==> src/rtl/demux_12_stream_pkg.sv <==
// Shared constants for the 1:2 stream demux and its mux-side sender.
// Also holds the helper that sizes the FIFO pointers.
package demux_12_stream_pkg;

    localparam logic SEL_A = 1'b0;
    localparam logic SEL_B = 1'b1;

    localparam int DEF_WIDTH = 8;
    localparam int DEF_DEPTH = 2;

    // Keeps pointers at least one bit wide so DEPTH=1 still elaborates.
    function automatic int ptr_width(input int depth);
        return (depth > 1) ? $clog2(depth) : 1;
    endfunction

endpackage

==> src/rtl/demux_chan_fifo.sv <==
// Show-ahead channel FIFO for any DEPTH, not only powers of two.
// A push while full and a pop while empty are both ignored.
module demux_chan_fifo
    import demux_12_stream_pkg::*;
#(
    parameter int WIDTH = DEF_WIDTH,
    parameter int DEPTH = DEF_DEPTH,
    parameter int CW    = $clog2(DEPTH + 1)
) (
    input  logic             clk,
    input  logic             rst_n,
    input  logic             push,
    input  logic [WIDTH-1:0] push_data,
    input  logic             pop,
    output logic [WIDTH-1:0] head_data,
    output logic             valid,
    output logic [CW-1:0]    count,
    output logic             full
);

    localparam int PW = ptr_width(DEPTH);

    logic [WIDTH-1:0] mem [DEPTH];
    logic [PW-1:0]    wr_ptr;
    logic [PW-1:0]    rd_ptr;
    logic [CW-1:0]    count_q;
    logic [WIDTH-1:0] last_q;
    logic             do_push;
    logic             do_pop;

    function automatic logic [PW-1:0] next_ptr(input logic [PW-1:0] p);
        return (p == PW'(DEPTH - 1)) ? '0 : p + 1'b1;
    endfunction

    assign valid   = (count_q != '0);
    assign full    = (count_q == CW'(DEPTH));
    assign count   = count_q;
    assign do_push = push && !full;
    assign do_pop  = pop && valid;

    // Once drained, the output keeps showing the word that was popped last.
    assign head_data = valid ? mem[rd_ptr] : last_q;

    always_ff @(posedge clk or negedge rst_n) begin
        if (!rst_n) begin
            for (int i = 0; i < DEPTH; i++) begin
                mem[i] <= '0;
            end
        end else if (do_push) begin
            mem[wr_ptr] <= push_data;
        end
    end

    always_ff @(posedge clk or negedge rst_n) begin
        if (!rst_n) begin
            wr_ptr  <= '0;
            rd_ptr  <= '0;
            count_q <= '0;
            last_q  <= '0;
        end else begin
            if (do_push) begin
                wr_ptr <= next_ptr(wr_ptr);
            end
            if (do_pop) begin
                rd_ptr <= next_ptr(rd_ptr);
                last_q <= mem[rd_ptr];
            end
            case ({do_push, do_pop})
                2'b10:   count_q <= count_q + 1'b1;
                2'b01:   count_q <= count_q - 1'b1;
                default: count_q <= count_q;
            endcase
        end
    end

endmodule

==> src/rtl/demux_12_stream.sv <==
// Splits one select-tagged stream into channels A (sel=0) and B (sel=1).
// Each channel has its own FIFO, so a stalled consumer only blocks its own words.
module demux_12_stream
    import demux_12_stream_pkg::*;
#(
    parameter int WIDTH = DEF_WIDTH,
    parameter int DEPTH = DEF_DEPTH,
    parameter int CW    = $clog2(DEPTH + 1)
) (
    input  logic             clk,
    input  logic             rst_n,
    input  logic             in_valid,
    output logic             in_ready,
    input  logic             in_sel,
    input  logic [WIDTH-1:0] in_data,
    output logic             a_valid,
    input  logic             a_ready,
    output logic [WIDTH-1:0] a_data,
    output logic [CW-1:0]    a_count,
    output logic             b_valid,
    input  logic             b_ready,
    output logic [WIDTH-1:0] b_data,
    output logic [CW-1:0]    b_count
);

    logic a_full;
    logic b_full;
    logic push_a;
    logic push_b;

    // A full target refuses the word even if it pops this cycle: no pass-through.
    assign in_ready = (in_sel == SEL_B) ? !b_full : !a_full;
    assign push_a   = in_valid && in_ready && (in_sel == SEL_A);
    assign push_b   = in_valid && in_ready && (in_sel == SEL_B);

    demux_chan_fifo #(
        .WIDTH (WIDTH),
        .DEPTH (DEPTH),
        .CW    (CW)
    ) u_fifo_a (
        .clk       (clk),
        .rst_n     (rst_n),
        .push      (push_a),
        .push_data (in_data),
        .pop       (a_ready),
        .head_data (a_data),
        .valid     (a_valid),
        .count     (a_count),
        .full      (a_full)
    );

    demux_chan_fifo #(
        .WIDTH (WIDTH),
        .DEPTH (DEPTH),
        .CW    (CW)
    ) u_fifo_b (
        .clk       (clk),
        .rst_n     (rst_n),
        .push      (push_b),
        .push_data (in_data),
        .pop       (b_ready),
        .head_data (b_data),
        .valid     (b_valid),
        .count     (b_count),
        .full      (b_full)
    );

endmodule

==> config.mk <==
export PLATFORM = sky130hd
export DESIGN_NAME = demux_12_stream
export DESIGN_NICKNAME = d
export VERILOG_FILES = /design/src/rtl/demux_12_stream_pkg.sv /design/src/rtl/demux_chan_fifo.sv /design/src/rtl/demux_12_stream.sv
export SDC_FILE = /design/constraint.sdc
export NUM_CORES = 1
export LEC_CHECK = 0
export BUFFER_PORTS_ARGS = -buffer_cell sky130_fd_sc_hd__buf_2
export CAP_MARGIN = 10
export CORE_UTILIZATION = 51
export DETAILED_ROUTE_END_ITERATION = 12
export GPL_TIMING_DRIVEN = 0
export PLACE_DENSITY = 0.85
export SLEW_MARGIN = 10
export SYNTH_ARGS = -nofsm -noshare
export SYNTH_HDL_FRONTEND = slang
export SYNTH_SLANG_ARGS = --single-unit
==> constraint.sdc <==
create_clock -name clk -period 1.7 [get_ports clk]
set_input_delay 0.255 -clock clk [delete_from_list [all_inputs] [get_ports clk]]
set_output_delay 0.255 -clock clk [all_outputs]
set_load 0.02 [all_outputs]
# ---- After elaboration in Yosys (flattened, before gate mapping)
# Cells that the tools add are included.
dict set report totals {
  reg_bits 56
  latch_bits 0
  ramBits 0
  mem_bits_ro 0
  inputBits 14
  out_inout_bits 23
  mem_count 0
}
dict set report op_classes {
  n_addsub 8
  multipliers 0
  div 0
  n_lt_le_gt_ge 6
  n_eq_ne 6
  n_shift 0
  n_mux 21
  n_bitwise 5
  n_reduce_logical 15
}
# op count
set ops {}
lappend ops {{2-to-1 mux 8 bit} 10}
lappend ops {{bitwise mux 16 bit} 2}
lappend ops {{demux 8 bit (select 1 bit)} 2}
lappend ops {{logical AND 1 bit} 9}
lappend ops {{== test 2 bit, second input constant} 4}
lappend ops {{greater-or-equal comparator 2 bit, second input constant} 4}
lappend ops {{NOT 1 -> 2 bit} 4}
lappend ops {{case mux 2 bit (2 select lines)} 2}
lappend ops {{nonzero test 2 bit} 4}
lappend ops {{2-to-1 mux 1 bit} 5}
lappend ops {{adder 1 bit, second input constant} 4}
lappend ops {{adder 2 x 1 -> 2 bit, second input constant} 2}
lappend ops {{== test 2 x 1 -> 1 bit, second input constant} 2}
lappend ops {{< comparator 2 x 1 -> 1 bit, second input constant} 2}
lappend ops {{subtractor 2 x 1 -> 2 bit, second input constant} 2}
lappend ops {{logical NOT 1 bit} 2}
lappend ops {{NOT 1 bit} 1}

# ---- Longest topological paths before layout
dict set report depth {
  depth_word 8
  depth_mapped 8
  depth_no_buf 6
}

# ---- By module
# From an unflattened synthesis, not the netlist that was laid out.
dict set report unflattened {
  cells_unflattened 211
  area_unflattened_um2 2504.9
}
# module instances cells_each area_each_um2 seq_area_each_um2
set modules_own_cells {}
lappend modules_own_cells {{demux_chan_fifo at u_fifo_a} 1 104 1239.9 700.7}
lappend modules_own_cells {{demux_chan_fifo at u_fifo_b} 1 104 1238.7 700.7}
lappend modules_own_cells {demux_12_stream 1 3 26.3 0.0}

# ---- Worst setup path before layout
# Ideal clock, no wire load.
dict set report synth_timing {
  path_kind {register -> output}
  startpoint {register u_fifo_b.count_q[0], in the netlist u_fifo_b.count[0]}
  endpoint {output b_data[0]}
  t_arrival_ns 1.555
  required_ns 1.445
  slack_ns -0.110
  stages_incl_launch_ff 6
  cell_sequence {dfrtp_1 -> buf_2 -> or2_2 -> buf_2 -> buf_6 -> a21oi_1}
}
dict set report synth_between {
  elab_chain_len 2
}
# element line
set synth_rtl {}
lappend synth_rtl {{from (decl)} demux_chan_fifo.sv:26} ;# logic [CW-1:0] count_q;
lappend synth_rtl {{from (signal assigned)} demux_chan_fifo.sv:69} ;# 2'b10: count_q <= count_q + 1'b1;
lappend synth_rtl {{from (signal assigned)} demux_chan_fifo.sv:70} ;# 2'b01: count_q <= count_q - 1'b1;
lappend synth_rtl {{from (signal assigned)} demux_chan_fifo.sv:71} ;# default: count_q <= count_q;
lappend synth_rtl {{nonzero test 2 bit} demux_chan_fifo.sv:35} ;# assign valid = (count_q != '0);
lappend synth_rtl {{via b_valid} demux_12_stream.sv:20} ;# output logic b_valid,
lappend synth_rtl {{2-to-1 mux 8 bit} demux_chan_fifo.sv:42} ;# assign head_data = valid ? mem[rd_ptr] : last_q;
lappend synth_rtl {{to (decl)} demux_12_stream.sv:22} ;# output logic [WIDTH-1:0] b_data,
# The timed path passes the listed nets, and every way through them passes these cells.

# ---- Worst setup path in the final report
dict set report layout_timing {
  startpoint {register u_fifo_b.count_q[0], in the netlist u_fifo_b.count[0]}
  endpoint {output b_data[6]}
}
dict set report layout_between {
  elab_chain_len 2
}
# element line
set layout_rtl {}
lappend layout_rtl {{nonzero test 2 bit} demux_chan_fifo.sv:35}
lappend layout_rtl {{2-to-1 mux 8 bit} demux_chan_fifo.sv:42}
# Every way passes these cells.

==> metrics.txt <==
number of routed nets with antenna violations=0; global placement routability congestion=0.738; iteration-0 DRC count of the detailed router=172; count of buffers from port buffering=35; residual overflow from global routing=0; final instance area=3480 um^2; number of buffers between clock root and the deepest sink=2; floorplan die width=72.5 um; detailed-route vias per instance=5.50; final-stage net count=280; WS Path Type=reg -> out; clock transition at the registers of the reported paths=0.10 ns; part of the cycle the worst path needs=104%; count of state elements after synthesis=56; setup TNS=-0.376 ns; Synth Warn #=0; transition time of the tightest slew-check pin=0.696 ns; setup clock skew after layout=0.00497 ns; later-pin clock latency in the skew report=0.30 ns; aggregate global-route resource usage=22.3%; wire length of the first global-routing pass=8760 um; leakage power summed over all cells=1.48 nW; wire length per cell after detailed routing=17.5 um; fraction of final layout cells sized beyond drive strength 1=57.0%; CTS Buf Count=5; TritonRoute pass-1 iters=4; data required time of the worst path=1.44 ns; number of endpoints with negative hold slack in the final report=6; status=finished with violations; pin count of the biggest net entering global routing=57; Final Routed Wirelength=5790 um; DP Wirelength=3350 um; worst hold path class=in -> async; area of placed instances=2890 um^2; relative max-transition margin=53.6%; Final WS setup=-0.0663 ns; number of global-route vias before repair=1776; TritonCTS clock tree=done; height of the die=72.5 um; routed via count=1825; critical path launch point type=flip-flop; largest fanout of any net on the critical path=5; area growth from synthesis to layout=37.2%; part of the Yosys area used for sequential elements=55.3%; final-report max-slew violation count=0; critical path arrival=1.51 ns; quantity of hold-fixing buffers added after cts=0; total number of clock tree sinks=56; final hold slack=-0.00432 ns; Peak Freq=566 MHz; violated checks=hold timing, setup timing; number of diodes added for antenna fixing=0; post-synthesis instance total=211; total DRC errors in the routed layout=0; endpoint type of the worst setup path=output port; area of the core=4750 um^2; Starting Density=53.3%; I/O pins=37; async set-reset flop share out of synthesis=100%; power per cell area=2410 nW/um^2; mean instance size in the synthesized netlist=12.0 um^2; Final setup viols=10; total power=8.39 mW; synthesized area=2530 um^2; Layout Utilization=73.1%; peak supply drop=1130 uV; antenna violations before repair=0; Syn Nets=227; distinct cell type count of the synthesized netlist=25; H-tree levels=2; die area=5260 um^2; setup repair after global routing missed its margin=true; Post-synth EDFFs=0; number of rows created at floorplan=25; final worst path period need=1.77 ns; CTS Root Buffer Type=sky130_fd_sc_hd__clkbuf_8; most used flip-flop cell after synthesis=sky130_fd_sc_hd__dfrtp_1; reg2reg path depth=7; number of maximum-capacitance violations=0
==> layout by cell type, fill, tap and decap left out, types with 2 or more instances in the layout <==
master and n:
sky130_fd_sc_hd__a21oi_4 9, sky130_fd_sc_hd__inv_1 2, sky130_fd_sc_hd__xnor2_1 7, sky130_fd_sc_hd__mux2i_4 3, sky130_fd_sc_hd__o21ai_0 16, sky130_fd_sc_hd__nand2_1 17
sky130_fd_sc_hd__or2_4 2, sky130_fd_sc_hd__clkbuf_8 7, sky130_fd_sc_hd__mux2i_2 12, sky130_fd_sc_hd__xor2_1 2, sky130_fd_sc_hd__dfrtp_2 4, sky130_fd_sc_hd__buf_4 16
sky130_fd_sc_hd__buf_12 2, sky130_fd_sc_hd__o21ai_4 2, sky130_fd_sc_hd__nor2_1 9, sky130_fd_sc_hd__nor2_4 9, sky130_fd_sc_hd__clkbuf_1 2, sky130_fd_sc_hd__a21oi_2 7
sky130_fd_sc_hd__dfrtp_1 52, sky130_fd_sc_hd__buf_2 16, sky130_fd_sc_hd__mux2_2 32, sky130_fd_sc_hd__buf_6 18
==> where the power goes <==
part / switching [mW] / internal, mW / total, mW
Combinational: 2.49 / 2.58 / 5.08
Sequential: 0.559 / 2.02 / 2.58
Clock: 0.404 / 0.334 / 0.738
Total: 3.46 / 4.93 / 8.39
==> registers in the layout (all words and copies together) (netlist names) <==
name	flops
u_fifo_b.wr_ptr	1
u_fifo_b.count	2
u_fifo_b.rd_ptr	1
u_fifo_a.wr_ptr	1
u_fifo_a.last_q	8
u_fifo_b.mem	16
u_fifo_a.rd_ptr	1
u_fifo_b.last_q	8
u_fifo_a.mem	16
u_fifo_a.count	2
==> path summary, 6_finish.rpt <==
| check | start | to | slack, ns |
|---|---|---|---|
| setup / recovery | u_fifo_b.count[0] | b_data[6] | -0.07 |
| hold / removal | rst_n | u_fifo_a.last_q[7] | -0.004 |
| setup reg to reg | u_fifo_b.count[1] | u_fifo_b.count[1] | 0.07 |
| hold reg to reg | u_fifo_b.last_q[1] | u_fifo_b.last_q[1] | 0.49 |
| max in group asynchronous | rst_n | u_fifo_b.count[1] | 1.20 |
| min in group clk | in_data[2] | u_fifo_b.mem[2] | 0.24 |
==> cells in the mapped netlist (2+ instances only) <==
| master | count | area [um^2] |
|---|---|---|
| sky130_fd_sc_hd__o21ai_0 | 16 | 80.1 |
| sky130_fd_sc_hd__or2_2 | 2 | 12.5 |
| sky130_fd_sc_hd__inv_1 | 2 | 7.51 |
| sky130_fd_sc_hd__xnor2_1 | 8 | 70.1 |
| sky130_fd_sc_hd__buf_2 | 7 | 35.0 |
| sky130_fd_sc_hd__mux2i_1 | 16 | 160 |
| sky130_fd_sc_hd__dfrtp_1 | 56 | 1400 |
| sky130_fd_sc_hd__nor2_1 | 19 | 71.3 |
| sky130_fd_sc_hd__ha_1 | 2 | 25.0 |
| sky130_fd_sc_hd__o21ai_2 | 2 | 17.5 |
| sky130_fd_sc_hd__nand2_1 | 17 | 63.8 |
| sky130_fd_sc_hd__xor2_1 | 2 | 17.5 |
| sky130_fd_sc_hd__clkbuf_2 | 2 | 10.0 |
| sky130_fd_sc_hd__a21oi_1 | 17 | 85.1 |
| sky130_fd_sc_hd__buf_6 | 2 | 22.5 |
| sky130_fd_sc_hd__mux2_2 | 32 | 360 |
==> layer usage <==
layer	GRT usage (%)	part of all wire (%)	up-vias
met3	5.56	3.6	6
met5	0	0	-
li1	-	-	837
met4	6.32	1.1	0
met1	29.7	45	942
met2	36.6	51	40
==> stage by stage <==
step                      setup WS (ns)  hold slack [ns]  std cells
after global routing             -0.131           0.0407        332
after CTS                       -0.0719            0.220        329
after floorplan                  -0.101          -0.0406        211
after detailed placement         -0.181            0.474        313
final                           -0.0663         -0.00432        332
after global placement           -0.134            0.463        313
==> worst max-delay path, cell delays in order (launching register included) <==
cell and delay (ns):
sky130_fd_sc_hd__dfrtp_2 0.46, sky130_fd_sc_hd__or2_4 0.31, sky130_fd_sc_hd__buf_12 0.16, sky130_fd_sc_hd__nor2_4 0.12
sky130_fd_sc_hd__a21oi_4 0.04, sky130_fd_sc_hd__buf_6 0.13
==> layout make-up <==
| class | count | area [um^2] |
|---|---|---|
| Buffer | 8 | 95.1 |
| Clock buffer | 8 | 90.1 |
| Fill cell | 334 | 1280 |
| Inverter | 2 | 7.51 |
| Multi-Input combinational cell | 143 | 1390 |
| Sequential cell | 56 | 1410 |
| Tap cell | 67 | 83.8 |
| Timing Repair Buffer | 48 | 407 |
==> timing repair <==
action                                  CTS  global route
setup buffers                            10             1
pin swaps                                 3             6
endpoints found under the setup margin   21            27
cloned                                    1             2
gates resized for setup                  72            29
==> cells by family after synthesis <==
group / after synthesis / share of synthesized area (%)
buffers and inverters: 13 / 2.96
adders and majority gates: 2 / 0.987
AOI/OAI and AO/OA: 35 / 7.21
and+or+nand+nor: 47 / 9.58
muxes: 48 / 20.5
DFF: 56 / 55.3
xor gates and xnor gates: 10 / 3.46
(Power assumes the default switching activity.)
